<file path="config.mk">
export PLATFORM = sky130hd
export DESIGN_NAME = xc20xx_clbse_array
export DESIGN_NICKNAME = d
export VERILOG_FILES = /design/src/rtl/xc20xx_clbse_pkg.sv /design/src/rtl/xc20xx_clbse_cell.sv /design/src/rtl/xc20xx_clbse_array.sv
export SDC_FILE = /design/constraint.sdc
export NUM_CORES = 1
export LEC_CHECK = 0
export CAP_MARGIN = 10
export CORE_MARGIN = 2
export CORE_UTILIZATION = 36
export CTS_BUF_LIST = sky130_fd_sc_hd__clkbuf_16
export DETAILED_ROUTE_END_ITERATION = 16
export PLACE_DENSITY = 0.52
export SKIP_CTS_REPAIR_TIMING = 1
export SYNTH_ARGS = -nofsm -noshare
export SYNTH_HDL_FRONTEND = slang
export SYNTH_HIERARCHICAL = 1
export SYNTH_SLANG_ARGS = --single-unit
</file>
<file path="constraint.sdc">
create_clock -name K -period 2.92 [get_ports K]
set_clock_uncertainty 0.2 [all_clocks]
set_input_delay 0.438 -clock K [delete_from_list [all_inputs] [get_ports K]]
set_output_delay 0.438 -clock K [all_outputs]
set_load 0.1 [all_outputs]
</file>
<file path="src/rtl/xc20xx_clbse_pkg.sv">
// Shared encodings for the XC20XX CLB storage-element bank: config byte layout,
// mux select codes, mode codes and the load/run state machine encoding.
package xc20xx_clbse_pkg;

    localparam int CFG_BITS_PER_CH = 8;

    localparam int S_SEL_LSB  = 0;
    localparam int R_SEL_LSB  = 2;
    localparam int CE_SEL_LSB = 4;
    localparam int CE_POL_BIT = 6;
    localparam int MODE_BIT   = 7;

    localparam logic [1:0] S_SEL_A = 2'b00;
    localparam logic [1:0] S_SEL_F = 2'b01;

    localparam logic [1:0] R_SEL_D = 2'b00;
    localparam logic [1:0] R_SEL_G = 2'b01;

    localparam logic [1:0] CE_SEL_ALWAYS = 2'b00;
    localparam logic [1:0] CE_SEL_C      = 2'b01;
    localparam logic [1:0] CE_SEL_G      = 2'b10;
    localparam logic [1:0] CE_SEL_NEVER  = 2'b11;

    localparam logic MODE_DFF    = 1'b0;
    localparam logic MODE_TOGGLE = 1'b1;

    // Field order matches the byte layout, MSB first.
    typedef struct packed {
        logic       mode;
        logic       ce_pol;
        logic [1:0] ce_sel;
        logic [1:0] r_sel;
        logic [1:0] s_sel;
    } cfg_t;

    typedef enum logic {
        ST_LOAD = 1'b0,
        ST_RUN  = 1'b1
    } state_e;

endpackage

</file>
<file path="src/rtl/xc20xx_clbse_cell.sv">
// One storage channel: R/S/enable/mode selection from its config byte, 1-cycle latency,
// holds its output whenever freeze_i is high (bank is loading configuration).
module xc20xx_clbse_cell
    import xc20xx_clbse_pkg::*;
(
    input  logic       k_i,
    input  logic       rst_n_i,
    input  logic       freeze_i,
    input  logic [7:0] cfg_i,
    input  logic       a_i,
    input  logic       c_i,
    input  logic       d_i,
    input  logic       f_i,
    input  logic       g_i,
    output logic       q_o
);

    cfg_t cfg;
    logic s_act;
    logic r_act;
    logic en_act;
    logic q_d;
    logic q_q;

    assign cfg = cfg_t'(cfg_i);

    always_comb begin
        s_act = 1'b0;
        case (cfg.s_sel)
            S_SEL_A: s_act = a_i;
            S_SEL_F: s_act = f_i;
            default: s_act = 1'b0;
        endcase

        r_act = 1'b0;
        case (cfg.r_sel)
            R_SEL_D: r_act = d_i;
            R_SEL_G: r_act = g_i;
            default: r_act = 1'b0;
        endcase

        en_act = 1'b0;
        case (cfg.ce_sel)
            CE_SEL_ALWAYS: en_act = 1'b1;
            CE_SEL_C:      en_act = c_i ^ cfg.ce_pol;
            CE_SEL_G:      en_act = g_i ^ cfg.ce_pol;
            default:       en_act = 1'b0;
        endcase

        // Reset beats R beats S beats enable.
        q_d = q_q;
        if (r_act) begin
            q_d = 1'b0;
        end else if (s_act) begin
            q_d = 1'b1;
        end else if (en_act) begin
            q_d = (cfg.mode == MODE_TOGGLE) ? (q_q ^ f_i) : f_i;
        end
    end

    always_ff @(posedge k_i) begin
        if (!rst_n_i) begin
            q_q <= 1'b0;
        end else if (!freeze_i) begin
            q_q <= q_d;
        end
    end

    assign q_o = q_q;

endmodule

</file>
<file path="src/rtl/xc20xx_clbse_array.sv">
// Bank of WIDTH CLB storage elements with a serial configuration chain.
// Q latency 1 cycle; all storage freezes while a configuration load is in progress.
module xc20xx_clbse_array
    import xc20xx_clbse_pkg::*;
#(
    parameter int                       WIDTH    = 4,
    parameter logic [8*WIDTH-1:0]       CFG_INIT = '0
) (
    input  logic             K,
    input  logic             RST_N,
    input  logic [WIDTH-1:0] A,
    input  logic [WIDTH-1:0] C,
    input  logic [WIDTH-1:0] D,
    input  logic [WIDTH-1:0] F,
    input  logic [WIDTH-1:0] G,
    input  logic             CFG_EN,
    input  logic             CFG_DIN,
    output logic             CFG_DOUT,
    output logic             CFG_DONE,
    output logic [WIDTH-1:0] Q
);

    localparam int CHAIN_W = CFG_BITS_PER_CH * WIDTH;
    localparam int CNT_W   = $clog2(CHAIN_W + 1);
    localparam logic [CNT_W-1:0] ONE_CNT  = CNT_W'(1);
    localparam logic [CNT_W-1:0] LAST_CNT = CNT_W'(CHAIN_W - 1);

    state_e             state_q;
    logic [CHAIN_W-1:0] chain_q;
    logic [CHAIN_W-1:0] chain_d;
    logic [CNT_W-1:0]   cnt_q;
    logic [CNT_W-1:0]   cnt_d;
    logic               done_q;
    logic               freeze;
    logic [CHAIN_W-1:0] cell_cfg;

    assign chain_d = {chain_q[CHAIN_W-2:0], CFG_DIN};
    assign cnt_d   = cnt_q + ONE_CNT;

    // cnt_q counts bits already shifted; the edge that shifts bit CHAIN_W ends the load.
    always_ff @(posedge K) begin
        if (!RST_N) begin
            state_q <= ST_RUN;
            chain_q <= CFG_INIT;
            cnt_q   <= '0;
            done_q  <= 1'b1;
        end else begin
            case (state_q)
                ST_RUN: begin
                    if (CFG_EN) begin
                        state_q <= ST_LOAD;
                        chain_q <= chain_d;
                        cnt_q   <= ONE_CNT;
                        done_q  <= 1'b0;
                    end
                end
                ST_LOAD: begin
                    if (CFG_EN) begin
                        chain_q <= chain_d;
                        if (cnt_q == LAST_CNT) begin
                            state_q <= ST_RUN;
                            cnt_q   <= '0;
                            done_q  <= 1'b1;
                        end else begin
                            cnt_q <= cnt_d;
                        end
                    end
                end
                default: begin
                    state_q <= ST_RUN;
                    cnt_q   <= '0;
                    done_q  <= 1'b1;
                end
            endcase
        end
    end

    assign freeze   = (state_q != ST_RUN);
    // A half-shifted chain is never presented to the channels.
    assign cell_cfg = freeze ? '0 : chain_q;

    for (genvar i = 0; i < WIDTH; i++) begin : g_cell
        xc20xx_clbse_cell u_cell (
            .k_i      (K),
            .rst_n_i  (RST_N),
            .freeze_i (freeze),
            .cfg_i    (cell_cfg[CFG_BITS_PER_CH*i +: CFG_BITS_PER_CH]),
            .a_i      (A[i]),
            .c_i      (C[i]),
            .d_i      (D[i]),
            .f_i      (F[i]),
            .g_i      (G[i]),
            .q_o      (Q[i])
        );
    end

    assign CFG_DOUT = chain_q[CHAIN_W-1];
    assign CFG_DONE = done_q;

endmodule

</file>
# [Yosys cells after proc, flatten, opt, wreduce, memory -nomap -nowiden]
# Index checks and enable logic that the tools add are counted.
[totals] regBits=44 output_inout_bits=6 elab_cells=106
[classes] add_sub_neg=1 n_eq_ne=20 muxes=42 bitwise_logic=13 n_reduce_logical=22
[op_table] cell="32-bit 2-to-1 mux" n=2
[op_table] cell="2-bit by 1-bit equality test with 1-bit output (second input constant)" n=12
[op_table] cell="2-bit logical NOT" n=12
[op_table] cell="1-bit 2-to-1 mux" n=22
[op_table] cell="1-bit one-hot mux with 2 select lines" n=10
[op_table] cell="6-bit 2-to-1 mux" n=3
[op_table] cell="1-bit one-hot mux with 3 select lines" n=4
[op_table] cell="6-bit one-hot mux with 2 select lines" n=1
[op_table] cell="3-bit nonzero test" n=4
[op_table] cell="1-bit bitwise XOR" n=12
[op_table] cell="2-bit AND reduction" n=5
[op_table] cell="2-bit equality test (second input constant)" n=4
[op_table] cell="6-bit by 1-bit adder with 6-bit output (second input constant)" n=1
[op_table] cell="6-bit by 5-bit equality test with 1-bit output (second input constant)" n=1
[op_table] cell="2-bit != test (second input constant)" n=2
[op_table] cell="3-bit AND reduction" n=1
[op_table] cell="2-bit by 1-bit != test with 1-bit output (second input constant)" n=1
[op_table] cell="1-bit inverter" n=1

# [Longest topological paths before layout]
# Gate-level depths: netlist (run 1).
[logic_depth] word_depth=6 mapped_depth=9 depth_no_buf=7

# [Cells and area by module]
# The synthesis (run 1) kept the hierarchy.
[modules_own_cells] module="xc20xx_clbse_array" instances=1 cells_per_inst=181 area_per_inst_um2=1724.2 seq_area_each_um2=800.8
[modules_own_cells] module="xc20xx_clbse_cell" instances=4 cells_per_inst=21 area_per_inst_um2=183.9 seq_area_each_um2=20.0

# [Least setup slack after synthesis (run 1)]
# OpenSTA, ideal clock, no wires.
[synth_path] path_kind="flip-flop to flip-flop" start="register state_q" end="register g_cell[3].u_cell.q_q" setup_ps=74 t_arrival_ps=1843 setup_slack_ps=803 stages_incl_launch_ff=10 n_path_buf=2 period_less_slack_ps=2117 path_cell_list="dfxtp_1 clkbuf_1 clkbuf_1 and2_1 inv_1 ha_1 mux2i_1 mux2i_1 nand3_1 a31oi_1"
[synth_between] elab_chain_len=5
[synth_lines] item="start, declared" line_no="xc20xx_clbse_array.sv:28" rtl="state_e state_q;"
[synth_lines] item="start signal, assigned" line_no="xc20xx_clbse_array.sv:43" rtl="state_q <= ST_RUN;"
[synth_lines] item="start signal, assigned" line_no="xc20xx_clbse_array.sv:51" rtl="state_q <= ST_LOAD;"
[synth_lines] item="start signal, assigned" line_no="xc20xx_clbse_array.sv:61" rtl="state_q <= ST_RUN;"
[synth_lines] item="32-bit 2-to-1 mux (*)" line_no="xc20xx_clbse_array.sv:80" rtl="assign cell_cfg = freeze ? '0 : chain_q;"
[synth_lines] item="net cell_cfg[28]" line_no="xc20xx_clbse_array.sv:35" rtl="logic [CHAIN_W-1:0] cell_cfg;"
[synth_lines] item="2-bit equality test (tied with other cells)" line_no="xc20xx_clbse_cell.sv:43" rtl="case (cfg.ce_sel)"
[synth_lines] item="1-bit one-hot mux with 3 select lines (*)" line_no="xc20xx_clbse_cell.sv:43"
[synth_lines] item="3-bit nonzero test (no source line) (*)"
[synth_lines] item="2-bit AND reduction (no source line) (*)"
[synth_lines] item="end signal, assigned" line_no="xc20xx_clbse_cell.sv:65" rtl="q_q <= q_d;"
[synth_lines] item="end, declared" line_no="xc20xx_clbse_cell.sv:23" rtl="logic q_q;"
# The timed path passes the listed nets; every way through them passes the cells marked *. The select of a mux whose other input is x is not followed.
# A chain may end at the register's enable or synchronous reset.

# [Final worst setup path (run 1)]
[layout_path] start="register state_q" end="register g_cell[1].u_cell.q_q"
[layout_between] elab_chain_len=5
[layout_lines] item="32-bit 2-to-1 mux (*)" line_no="xc20xx_clbse_array.sv:80"
[layout_lines] item="net cell_cfg[12]" line_no="xc20xx_clbse_array.sv:35"
[layout_lines] item="2-bit equality test (tied with other cells)" line_no="xc20xx_clbse_cell.sv:43"
[layout_lines] item="1-bit one-hot mux with 3 select lines (*)" line_no="xc20xx_clbse_cell.sv:43"
[layout_lines] item="3-bit nonzero test (no source line) (*)"
[layout_lines] item="2-bit AND reduction (no source line) (*)"
[layout_lines] item="end signal, assigned" line_no="xc20xx_clbse_cell.sv:65"
[layout_lines] item="end, declared" line_no="xc20xx_clbse_cell.sv:23"
# Marks and branches as above.

==> results of run 1 <==
## cell usage after synthesis, drive strengths merged, types with 4 or more instances
master | count | area [µm²]
nand2 | 4 | 15.0
xnor2 | 4 | 35.0
or2 | 4 | 25.0
buf | 8 | 38.8
and2 | 32 | 200
nand2b | 5 | 31.3
o311ai | 4 | 35.0
nand3 | 6 | 30.0
inv | 11 | 41.3
mux2i | 48 | 480
or2b | 4 | 35.0
ha | 13 | 163
nor3b | 4 | 30.0
and3b | 4 | 35.0
nor2 | 33 | 124
dfxtp | 44 | 881
a31oi | 5 | 31.3
clkbuf | 4 | 15.0
o2bb2ai | 4 | 35.0
o21ai | 4 | 20.0
## layer usage
metal	track usage (%)	routed length (µm)	vias to the layer above
met5	0	0	-
met4	3.84	46	0
met3	3.43	165	5
met2	23.5	2250	23
met1	18.2	2350	856
li1	-	-	969
## final cells by class
cell class / count / share of cell area, %
multi-input cells: 198 / 50.0
clock inverters: 3 / 0.464
clock buffers: 5 / 4.22
repair buffers: 34 / 10.8
inverters: 11 / 1.39
flip-flops and latches: 44 / 29.7
well taps: 80 / 3.38
## logic make-up (layout without fill, tap and decap cells)
| family | count (synthesis) | in the layout |
|---|---|---|
| XOR/XNOR | 5 | 5 |
| adder cells (fa/ha/maj) | 13 | 13 |
| flip-flops | 44 | 44 |
| AO/OA/AOI/OAI | 28 | 28 |
| buffers and inverters | 23 | 53 |
| AND/OR/NAND/NOR | 104 | 104 |
| multiplexers | 48 | 48 |
## sequential cells by signal, summed over array words and instances, names as in the netlist
signal	flops
state_q	1
chain_q	32
CFG_DONE	1
cnt_q	6
g_cell.u_cell/q_o	4
## path summary, 6_finish.rpt
kind                            start                                 to  slack (ns)  cells past startpoint
max reg2reg        state_q$_SDFF_PN1_  g_cell[1].u_cell/q_o$_SDFFE_PN0P_        0.76                      8
min reg2reg  chain_q[25]$_SDFFE_PN0P_           chain_q[25]$_SDFFE_PN0P_        0.31                      2
min          chain_q[25]$_SDFFE_PN0P_           chain_q[25]$_SDFFE_PN0P_        0.31                      2
max                state_q$_SDFF_PN1_  g_cell[1].u_cell/q_o$_SDFFE_PN0P_        0.76                      8
## critical path, stage by stage, from the launching register on
cell and delay (ns):
sky130_fd_sc_hd__dfxtp_1 0.51, sky130_fd_sc_hd__buf_4 0.24, sky130_fd_sc_hd__and2_1 0.16, sky130_fd_sc_hd__inv_1 0.06
sky130_fd_sc_hd__ha_1 0.20, sky130_fd_sc_hd__mux2i_1 0.18, sky130_fd_sc_hd__mux2i_1 0.26, sky130_fd_sc_hd__o2bb2ai_1 0.14
sky130_fd_sc_hd__a31oi_1 0.09
## stage by stage
| step | power [mW] | instance area (µm²) | utilization, % | instances |
|---|---|---|---|---|
| global placement | 0.809 | 2830 | 42.1 | 367 |
| CTS | 1.35 | 2970 | 44.1 | 375 |
| finish | 1.33 | 2970 | 44.1 | 375 |
| detailed placement | 0.809 | 2830 | 42.1 | 367 |
| global route | 1.40 | 2970 | 44.1 | 375 |
| floorplan | 0.743 | 2460 | - | 265 |
## placed cells by master, fill, tap and decap left out, drive strengths merged, types with 5 or more instances in the layout
cell type	Yosys	final
dfxtp	44	44
ha	13	13
and2	32	32
buf	8	12
nand3	6	6
nand2b	5	5
nor2	33	33
mux2i	48	48
clkdlybuf4s50	0	22
clkbuf	4	5
a31oi	5	5
inv	11	11
## power by group through the flow
stage	clock [mW]	sequential, mW	combinational (mW)
3_5_place_dp	0	0.635	0.175
4_1_cts	0.554	0.621	0.175
5_1_grt	0.587	0.623	0.186
6_report	0.537	0.621	0.173
2_1_floorplan	0	0.672	0.0712
3_3_place_gp	0	0.634	0.175
==> out/summary.md, run 1 <==
The complex-gate fraction of the synthesized area is 8.80%, and the total of max-cap violations is 0. Of the total synthesized cell area, the portion taken by XOR and XNOR cells is 1.78%. The number of ports placed on the die boundary is 30, and the post-route DRC violation count is 0.

After filler insertion, the fill cell instance count of the layout stands at 685. After Yosys synthesis, and, or, nand and nor cells account for 23.6% of the synthesized area. Clock tree root driver cell: sky130_fd_sc_hd__clkbuf_16. The die is 86.7 µm wide. After synthesis, the largest family of logic cells by area is simple AND/OR/NAND/NOR gates.

The core area was 0.00672 mm²; the peak fanout along the critical path was 12. The die is 86.7 µm tall. For this run the aggregate overflow at the end of global routing stands at 0. The count of nets left with antenna violations once routing finished came out at 0. The overall fraction of global-route tracks in use came out at 14.1%. The fmax was 463 MHz. For the via count, the log shows 1853. The tools report the via count of the first global-routing pass as 1845.

The die area is 0.00751 mm², and the proportion of register bits with asynchronous set or reset after synthesis is 0%. The flow ran to the end, and the final reports show no timing, DRC or antenna violations. The logs give 0 for the number of failing hold endpoints at the final stage and 337 µW for the switching power summed over all nets.

The H-tree was split into 2 levels. At the end of routability-driven placement, the weighted congestion stood at 0.733. In this run, the number of DRC markers left after iteration 0 of detailed routing was 31. The element type at the critical path end is a register. The worst path uses 74.0% of the clock period. CTS saw 44 sinks. The count of port buffers added during placement works out to 29. The number of nets handed over by synthesis was 302. Setup repair after global routing left no endpoint under its margin. The arrival time at the worst endpoint came out at 2.12 ns. The logs give 5 for the clock buffer count from CTS and 0 ns for the aggregate negative setup slack.

The worst setup path is of the register to register kind. The internal power of the cells totals 994 µW. STA classifies the critical path startpoint as a register. The post-synthesis share of cell area spent on full adders, half adders and majority gates was 6.61%. The pin count of the biggest net entering global routing is 38, and the number of vias per cell after detailed routing is 4.94.

TritonCTS built the clock tree. The first global-routing pass estimated 8.43 mm of wire. The setup violation total in the final timing report was 0; the proportion of power drawn by flip-flops and latches was 46.7%. The clock share of power was 40.3%; the number of distinct library cells after synthesis was 39. The average detailed-routed wire length per instance was 12.8 µm. For this run, the number of Yosys warnings is 6. OpenSTA, run right after detailed placement, puts the worst setup slack at 0.745 ns. In the synthesized netlist the dominant register cell turns out to be sky130_fd_sc_hd__dfxtp_1.

The sequential standard cell area was 881 µm². After clock tree synthesis, the clock-pin slew on the worst setup and hold paths is 0.06 ns. Combinational logic burns 13.0% of the power. For the pin with the worst max-slew slack, the measured transition is 0.634 ns.

The tools report the share of synthesized area occupied by flip-flops and latches as 35.8%. The required arrival time at the worst endpoint is 2.88 ns. The maximum buffer depth of the clock tree was 2; the number of enable flip-flop cells after synthesis was 0. Summing all multi-input logic gate instances after layout gives 0.00148 mm². The synthesized area per cell was 9.28 µm²; the power density relative to cell area was 449 mW/mm².

The switching share of total power is 25.3%, and the count of antenna diodes in the layout is 0. Relative to the synthesized area, the layout overhead comes to 20.5%. For this configuration, the core starts out at a cell density of 36.6%. In this run the tightest slew margin relative to its limit is 57.7%. Once routing completed, OpenROAD measured the worst setup slack at 0.759 ns. The run gives 0 as the max-slew violation total from the final report.

The first detailed-routing pass took 4 iterations. Summed over all layers, the routed wires come to 4.82 mm. The worst hold-check slack was 0.314 ns; the share of final-layout standard cells stronger than drive strength 1 was 10.5%.

The number of standard cells after synthesis is 265. The later pin in the worst-skew pair is clocked with a latency of 0.28 ns. The final period demand of the worst path was 2.16 ns; the maximum ir drop on the vdd rail was 0.000307 V.

The final net count is 331. The number of antenna violations at the first check in global routing was 0. Summed over all nets, the half-perimeter wirelength after detailed placement is 3.45 mm. Of the post-synthesis cell area, the part taken by muxes is 19.5%. Row generation in the floorplan step produced 30 rows. After synthesis the netlist holds a flip-flop and latch count of 44. The worst hold path belongs to the class register to register. The synthesized cell area is 0.00246 mm², and the leakage power is 1.25 nW.
(Power assumes the default switching activity.)
==> run 2, diff against run 1 <==
clock period = 2.2 ns   (was 2.92 ns; I/O delays follow)
==> out/summary.md, run 2 (same netlist as run 1, synthesis figures left out) <==
The required arrival time at the worst endpoint was 2.15 ns (-0.73 ns); the HPWL after detailed placement was 3.53 mm (+2.3%). The non-filler instance count after layout is 376 (+0.27%), and the depth of the worst hold-timing path is 4 (+2). The count of port buffers added during placement was 29 (unchanged). For the sum of internal, switching and leakage power, the log shows 1.73 mW (+30%). The startpoint identified for the worst hold timing path is CFG_EN. The core area is 0.00672 mm² (unchanged).

Pin count of the biggest net entering global routing: 19 (-50%). Setup repair after global routing left no endpoint under its margin. The tools report the via count as 1873 (+1.1%).

The final net count is 335 (+1.2%). The initial core utilization is 36.6% (unchanged). The slew of the pin with the lowest slew margin came out at 0.429 ns (-0.204 ns).

For the total of fill cells in the finished design, the log shows 684 (-0.15%). The count of clock tree sinks came out at 44 (unchanged). The weighted congestion at the end of routability-driven global placement is 0.804 (+9.7%). The max-slew violation total from the final report is 0 (unchanged). The logs give 371 (+1.1%) for the placed instance count and 0 (unchanged) for the number of antenna-violating nets in the routed design. Element type at the critical path end: a register. The tools report the beginning of the worst register-to-register path as state_q$_SDFF_PN1_. The share of final-layout standard cells stronger than drive strength 1 was 11.1% (+0.64 points); the maximum buffer depth of the clock tree was 2 (unchanged). The tools report the combined area of the multi-input logic cells as 0.00148 mm² (unchanged).

The maximum ir drop on the vdd rail is 0.000336 V (+9.6%), and the total of max-cap violations is 0 (unchanged). For the first-pass iteration count of the detailed router, the log shows 4 (unchanged). For the number of antenna violations at the first check in global routing, the log shows 0 (unchanged). The detailed router's first-iteration violation count was 65 (+110%). Power density relative to cell area: 582 mW/mm² (+30%). The worst setup path is of the register to register kind. The post-route DRC violation count is 0 (unchanged).

The flip-flop count of the largest register, all copies and words added was 32 (unchanged); the via count of the first global-routing pass was 1803 (-2.3%). For the fmax, the log shows 513 MHz (+11%). Leaving out fill and tap cells, the most frequent cells in the layout are 48 x sky130_fd_sc_hd__mux2i_1, 44 x sky130_fd_sc_hd__dfxtp_1, 33 x sky130_fd_sc_hd__nor2_1, 32 x sky130_fd_sc_hd__and2_1, 22 x sky130_fd_sc_hd__clkdlybuf4s50_1.

The clock latency reported for the late side of the worst-skew pair was 0.28 ns (about the same); the final period demand of the worst path was 1.95 ns (-0.211 ns). The average detailed-routed wire length per instance came out at 12.6 µm (-1.7%). The worst max-slew margin expressed relative to the limit was 71.3% (+14 points). The clock-pin slew of the registers on the worst-case setup and hold paths works out to 0.06 ns (about the same).

The width of the die is 86.7 µm (unchanged). The share of the clock period used by the worst path was 88.6% (+15 points); the final non-filler cell area was 0.00297 mm² (+0.13%). The peak fanout along the critical path is 13 (+1), and the number of vias per cell after detailed routing is 4.98 (+0.81%). The worst-case reg-to-reg path depth is 8 (unchanged), and the number of failing hold endpoints at the final stage is 0 (unchanged).

The flop-to-flop setup slack was 0.25 ns (-0.51 ns). The worst setup path is launched from a register. The number of ports placed on the die boundary is 30 (unchanged). The placed standard-cell area came out at 0.00284 mm² (+0.62%). For the die area, the log shows 0.00751 mm² (unchanged). The number of rows created at floorplan was 30 (unchanged). Total grt overflow: 0 (unchanged). Class of the tightest hold or removal check: primary input to register. For the arrival time at the worst endpoint, the log shows 1.90 ns (-0.22 ns).

The run gives 4.75 mm (-1.4%) as the sum of routed wire length over all layers. The overall fraction of global-route tracks in use was 14.0% (-0.091 points); the area growth from synthesis to final layout was 20.7%. The setup violation total in the final timing report was 0 (unchanged).

The aggregate negative setup slack is 0 ns (unchanged). The tools report the final design utilization as 44.2% (+0.056 points). TritonCTS built the clock tree. The worst hold path terminates at cnt_q[5]$_SDFFE_PN0P_. The run gives 8.25 mm (-2.2%) as the global-route wire length before repair. CTS placed an instance of sky130_fd_sc_hd__clkbuf_16 at the clock tree root. The logs give 1.26 nW (+0.42%) for the leakage power and 881 µm² (unchanged) for the sequential standard cell area. The commonest non-fill, non-tap cell in the layout was sky130_fd_sc_hd__mux2i_1. The clock buffer count from CTS came out at 5 (unchanged). The number of levels the H-tree was split into came out at 2 (unchanged). The flow ran to the end, and the final reports show no timing, DRC or antenna violations.

The die height was 86.7 µm (unchanged). The count of antenna diodes in the layout was 0 (unchanged). chain_q holds more flip-flops than any other register. The worst register-to-register path ends at g_cell[2].u_cell/q_o$_SDFFE_PN0P_.
## run 2: final cells by class
cell class	instances	area share, %
Tap cell	80	3.37
Multi-Input combinational cell	198	50.0
Timing Repair Buffer	38	11.4
Inverter	11	1.39
Clock buffer	5	4.21
Sequential cell	44	29.7
## run 2: stage by stage
step | hold slack [ns] | setup WS (ns)
finish | 0.293 | 0.250
global route | 0.316 | 0.0593
CTS | 0.293 | 0.220
detailed placement | 0.303 | 0.231
global placement | 0.297 | 0.252
floorplan | 0.248 | 0.0828
## run 2: report_power, final
group,switching (mW),leakage [nW],total (mW),internal (mW)
Combinational,0.136,0.837,0.235,0.0984
Clock,0.271,0.0616,0.672,0.401
Sequential,0.0118,0.357,0.822,0.810
## run 2: worst max-delay path by stage
stage / startpoint / end / cells after the start
2_1_floorplan: state_q$_SDFF_PN1_ / g_cell[3].u_cell/q_o$_SDFFE_PN0P_ / 9
3_3_place_gp: state_q$_SDFF_PN1_ / g_cell[0].u_cell/q_o$_SDFFE_PN0P_ / 8
3_5_place_dp: state_q$_SDFF_PN1_ / g_cell[2].u_cell/q_o$_SDFFE_PN0P_ / 8
4_1_cts: state_q$_SDFF_PN1_ / g_cell[2].u_cell/q_o$_SDFFE_PN0P_ / 8
5_1_grt: state_q$_SDFF_PN1_ / g_cell[2].u_cell/q_o$_SDFFE_PN0P_ / 8
6_report: state_q$_SDFF_PN1_ / g_cell[2].u_cell/q_o$_SDFFE_PN0P_ / 8
## run 2: routing by layer
metal | vias to the layer above | GRT usage [%] | wire length [µm]
met5 | - | 0 | 0
met4 | 0 | 4.69 | 61
met3 | 4 | 3.81 | 83
met2 | 14 | 22.9 | 2260
met1 | 877 | 17.8 | 2340
li1 | 978 | - | -
## run 2: worst max-delay path: stages, from the launching register on
cell and delay (ns):
sky130_fd_sc_hd__dfxtp_1 0.31, sky130_fd_sc_hd__buf_4 0.17, sky130_fd_sc_hd__and2_1 0.17, sky130_fd_sc_hd__inv_1 0.08
sky130_fd_sc_hd__ha_1 0.17, sky130_fd_sc_hd__mux2i_1 0.21, sky130_fd_sc_hd__mux2i_1 0.28, sky130_fd_sc_hd__o2bb2ai_1 0.14
sky130_fd_sc_hd__a31oi_1 0.10
